===== src/rtl/button_mux_ctrl.sv =====
// Front-panel select controller: debounced, priority-encoded buttons drive the
// mux select; a switch rising edge emits a fixed write code, then locks.
module button_mux_ctrl #(
  parameter int N_BUTTONS    = 5,
  parameter int SEL_W        = 3,
  parameter int DEBOUNCE     = 4,
  parameter int WRITE_CODE   = 5,
  parameter int WRITE_CYCLES = 1,
  parameter int STICKY       = 0
) (
  input  logic                 i_clock,
  input  logic                 i_reset,
  input  logic [N_BUTTONS-1:0] i_buttons,
  input  logic                 i_switch,
  output logic [SEL_W-1:0]     o_out,
  output logic                 o_write_pulse,
  output logic                 o_locked
);

  localparam int CNT_W  = $clog2(DEBOUNCE + 1);
  localparam int WCNT_W = $clog2(WRITE_CYCLES + 1);

  typedef enum logic [1:0] {S_IDLE, S_WRITE, S_LOCKED} state_t;

  state_t               r_state;
  logic [N_BUTTONS-1:0] r_deb;
  logic [CNT_W-1:0]     r_cnt [N_BUTTONS];
  logic                 r_switch_q;
  logic [WCNT_W-1:0]    r_wcnt;
  logic [SEL_W-1:0]     r_sticky;

  logic [SEL_W-1:0]     w_code;
  logic [SEL_W-1:0]     w_idle_code;
  logic                 w_rise;

  // Highest-index pressed button wins.
  always_comb begin
    w_code = '0;
    for (int i = 0; i < N_BUTTONS; i++) begin
      if (r_deb[i]) w_code = SEL_W'(i + 1);
    end
  end

  assign w_idle_code = (STICKY != 0 && w_code == '0) ? r_sticky : w_code;
  assign w_rise      = i_switch & ~r_switch_q;

  always_ff @(posedge i_clock or posedge i_reset) begin
    if (i_reset) begin
      r_deb <= '0;
      for (int i = 0; i < N_BUTTONS; i++) r_cnt[i] <= '0;
    end else begin
      for (int i = 0; i < N_BUTTONS; i++) begin
        if (i_buttons[i] == r_deb[i]) begin
          r_cnt[i] <= '0;
        end else if (r_cnt[i] == CNT_W'(DEBOUNCE - 1)) begin
          r_deb[i] <= i_buttons[i];
          r_cnt[i] <= '0;
        end else begin
          r_cnt[i] <= r_cnt[i] + 1'b1;
        end
      end
    end
  end

  always_ff @(posedge i_clock or posedge i_reset) begin
    if (i_reset) begin
      r_state       <= S_IDLE;
      r_switch_q    <= 1'b0;
      r_wcnt        <= '0;
      r_sticky      <= '0;
      o_out         <= '0;
      o_write_pulse <= 1'b0;
      o_locked      <= 1'b0;
    end else begin
      r_switch_q <= i_switch;
      case (r_state)
        S_IDLE: begin
          if (w_rise) begin
            r_state       <= S_WRITE;
            r_wcnt        <= WCNT_W'(1);
            o_out         <= SEL_W'(WRITE_CODE);
            o_write_pulse <= 1'b1;
          end else begin
            o_out    <= w_idle_code;
            r_sticky <= w_idle_code;
          end
        end
        S_WRITE: begin
          // Rises seen here are dropped; the pulse length is fixed.
          if (r_wcnt == WCNT_W'(WRITE_CYCLES)) begin
            o_write_pulse <= 1'b0;
            if (i_switch) begin
              r_state  <= S_LOCKED;
              o_out    <= '0;
              o_locked <= 1'b1;
              r_sticky <= '0;
            end else begin
              r_state  <= S_IDLE;
              o_out    <= w_idle_code;
              r_sticky <= w_idle_code;
            end
          end else begin
            r_wcnt <= r_wcnt + 1'b1;
          end
        end
        S_LOCKED: begin
          if (!i_switch) begin
            r_state  <= S_IDLE;
            o_locked <= 1'b0;
            o_out    <= w_idle_code;
            r_sticky <= w_idle_code;
          end else begin
            o_out <= '0;
          end
        end
        default: r_state <= S_IDLE;
      endcase
    end
  end

endmodule


===== config.mk =====
export PLATFORM = sky130hd
export DESIGN_NAME = button_mux_ctrl
export DESIGN_NICKNAME = d
export VERILOG_FILES = /design/src/rtl/button_mux_ctrl.sv
export SDC_FILE = /design/constraint.sdc
export NUM_CORES = 1
export LEC_CHECK = 0
export BUFFER_PORTS_ARGS = -buffer_cell sky130_fd_sc_hd__buf_2
export CORE_AREA = 2 2 60 62
export CTS_CLUSTER_SIZE = 40
export DETAILED_ROUTE_END_ITERATION = 6
export DIE_AREA = 0 0 62 64
export SYNTH_ARGS = -nofsm -noshare
export SYNTH_HDL_FRONTEND = slang
export SYNTH_SLANG_ARGS = --single-unit

===== constraint.sdc =====
create_clock -name i_clock -period 1.2 [get_ports i_clock]
set_input_delay 0.24 -clock i_clock [delete_from_list [all_inputs] [get_ports i_clock]]
set_output_delay 0.24 -clock i_clock [all_outputs]
set_load 0.02 [all_outputs]

==> impl_metrics.json <==
{
  "status": "complete, but fails checks",
  "violations": "negative setup slack",
  "finalCritPeriodShare": 1.08,
  "hold_start": "i_switch",
  "required_ns": 1.40,
  "fp.dieW_um": 62,
  "clk_latency_ns": 0.30,
  "critPathMaxFanout": 4,
  "r2r_start": "r_state[1]",
  "finalWorstSetupSlack_ns": -0.0942,
  "wl_per_cell_um": 12.0,
  "finClkSkew_ns": 0.00480,
  "ys_seq_area_frac": 0.561,
  "drc_errors": 0,
  "track_usage": 0.130,
  "slew_headroom": 0.754,
  "hold_path.class": "in -> reg",
  "r2r_slack_ns": -0.09,
  "fmax_ghz": 0.773,
  "synth_top_area_share": 0.561,
  "antenna_found_initial": 0,
  "grt_pass1_wl_um": 3730,
  "avgSynthCellArea_um2": 12.1,
  "fin_crit_ns": 1.29,
  "coreArea_um2": 3280,
  "pin_count": 13,
  "tritoncts": "yes",
  "gp_congestion": 0.756,
  "total_leakage_power_uw": 0.000743,
  "vias_per_cell": 4.87,
  "dr_total_vias": 872,
  "drv_cap": 0,
  "yosys_warnings": 0,
  "die_area_um2": 3970,
  "slew_viol_final": 0,
  "cp-start-kind": "flop",
  "row_count": 21,
  "clk_pin_slew_worst_paths_ns": 0.08,
  "rsz0062_at_grt": "yes",
  "clockBufferDepth": 2,
  "dr.pass1.iters": 3,
  "grt_overflow": 0,
  "clkPwrFrac": 0.157,
  "sw_frac_of_total": 0.351,
  "pre_cts_slack_ns": -0.128,
  "p_switching_uw": 1270,
  "finalNonFillerCells": 179,
  "synth.distinct_cells": 24,
  "io_buffers": 12,
  "timing.setup.tns_ns": -0.203,
  "internal_power_uw": 2340,
  "endpoint_kind": "flop",
  "area_delta_synth_final_pct": 22.9,
  "numCtsBuffers": 5,
  "tightest_slew_ns": 0.369,
  "grt_pass1_vias": 902,
  "yosys_register_bits": 29,
  "first_iter_violations": 21,
  "power_density_nw_per_um2": 2270,
  "final_layout_size_suffix_gt1_frac": 0.361,
  "insertedDiodeCount": 0,
  "grt_max_degree": 30,
  "dp_hpwl_um": 1640,
  "placedCellCount": 168,
  "synthTopCellsByArea": "dfrtp_1, ha_1, nor3b_1",
  "pwr-share-seq": 0.440,
  "yosysTopAreaCell": "dfrtp_1",
  "peakVddDrop_mv": 0.896,
  "netlist_area_um2": 1290,
  "cp-startpoint": "r_state[1]",
  "power_uw": 3600,
  "fin_nets": 150,
  "finalHoldViolCount": 0,
  "cts_root_buffer": "clkbuf_4",
  "final_cell_mix": "dfrtp_1, buf_2, nor3b_1",
  "synth_nets": 124,
  "path_class": "reg -> reg",
  "start_util": 0.394,
  "setup_viol": 5,
  "htreeDepth": 2,
  "synth_cells": 107,
  "die_h_um": 64,
  "combPwrFrac": 0.403,
  "arrival_ns": 1.49,
  "ant_nets": 0,
  "wl_um": 2140,
  "cts.sinks": 29,
  "layout_commonest_cell": "dfrtp_1"
}
## worst max-delay path, cell delays in order, from the launching register on
cell,delay (ns)
dfrtp_1,0.40
inv_2,0.08
ha_4,0.17
nand2b_4,0.07
a21boi_4,0.21
a21oi_2,0.07
a41o_1,0.20
## sequential cells by signal (all words and copies together), names as in the netlist
name,flops
o_locked,1
r_switch_q,1
r_deb,5
r_cnt,15
o_out,3
r_wcnt,1
r_state,2
o_write_pulse,1
## per-stage QoR
| step | instance area, um^2 | utilization | hold WS, ns |
|---|---|---|---|
| 6_report | 1590 | 0.484 | 0.154 |
| 5_1_grt | 1590 | 0.484 | 0.128 |
| 4_1_cts | 1540 | 0.468 | 0.134 |
| 3_5_place_dp | 1450 | 0.441 | 0.332 |
| 3_3_place_gp | 1450 | 0.441 | 0.324 |
| 2_1_floorplan | 1310 | - | 0.271 |
## path summary, 6_finish.rpt
path,depth (start not counted),to
setup / recovery,6,r_state[1]
hold / removal,1,r_switch_q
setup reg to reg,6,r_state[1]
hold reg to reg,1,r_cnt[6]
max in group asynchronous,4,r_state[0]
min in group asynchronous,4,r_cnt[7]
## cells in the mapped netlist
| cell | number |
|---|---|
| a21boi_4 | 1 |
| a21oi_1 | 7 |
| a22o_1 | 2 |
| a31oi_1 | 1 |
| a41o_1 | 1 |
| and2b_4 | 1 |
| dfrtp_1 | 29 |
| ha_1 | 9 |
| inv_1 | 6 |
| inv_2 | 1 |
| mux2_2 | 4 |
| nand2_1 | 7 |
| nand2b_1 | 2 |
| nor2_1 | 2 |
| nor2b_1 | 7 |
| nor3_1 | 5 |
| nor3_4 | 1 |
| nor3b_1 | 8 |
| o211ai_1 | 1 |
| o21ai_0 | 3 |
| o21ai_1 | 2 |
| o21ai_2 | 1 |
| o2bb2ai_1 | 1 |
| xnor2_1 | 5 |
## final cells by class
class / instances / area, um^2
fill: 297 / 1700
sequential: 29 / 727
multi-input combinational: 71 / 608
timing repair buffer: 19 / 115
tap: 46 / 57.6
clock buffer: 7 / 55.1
inverter: 7 / 26.3
## kinds of logic after synthesis
kind of cell / Yosys count / share of synthesized area
flops: 29 / 0.561
xor+xnor: 5 / 0.0339
compound gates: 20 / 0.106
mux: 4 / 0.0348
buf+inv: 7 / 0.0203
fa+ha+maj: 9 / 0.0871
simple gates: 33 / 0.156
## power groups by stage
| stage | Clock, uW | Sequential, uW | Combinational [uW] |
|---|---|---|---|
| after floorplan | 0 | 1630 | 881 |
| after global placement | 0 | 1570 | 1240 |
| after detailed placement | 0 | 1600 | 1310 |
| after CTS | 600 | 1590 | 1370 |
| after global routing | 649 | 1630 | 1650 |
| final | 566 | 1590 | 1450 |
## repair_timing
item,CTS,global route
setup buffers,1,2
resized for setup,6,8
hold buffers,1,0
endpoints found under the setup margin,10,11
hold endpoints to repair,29,0
pin swaps,2,1
## metal layers
layer | part of all wire | GRT usage | wire length, um | vias to the layer above
li1 | - | - | - | 423
met1 | 0.43 | 0.147 | 931 | 431
met2 | 0.51 | 0.216 | 1100 | 13
met3 | 0.034 | 0.0364 | 73 | 5
met4 | 0.017 | 0.0638 | 36 | 0
met5 | 0 | 0 | 0 | -
Note: power is estimated with default switching activity, not from simulation.
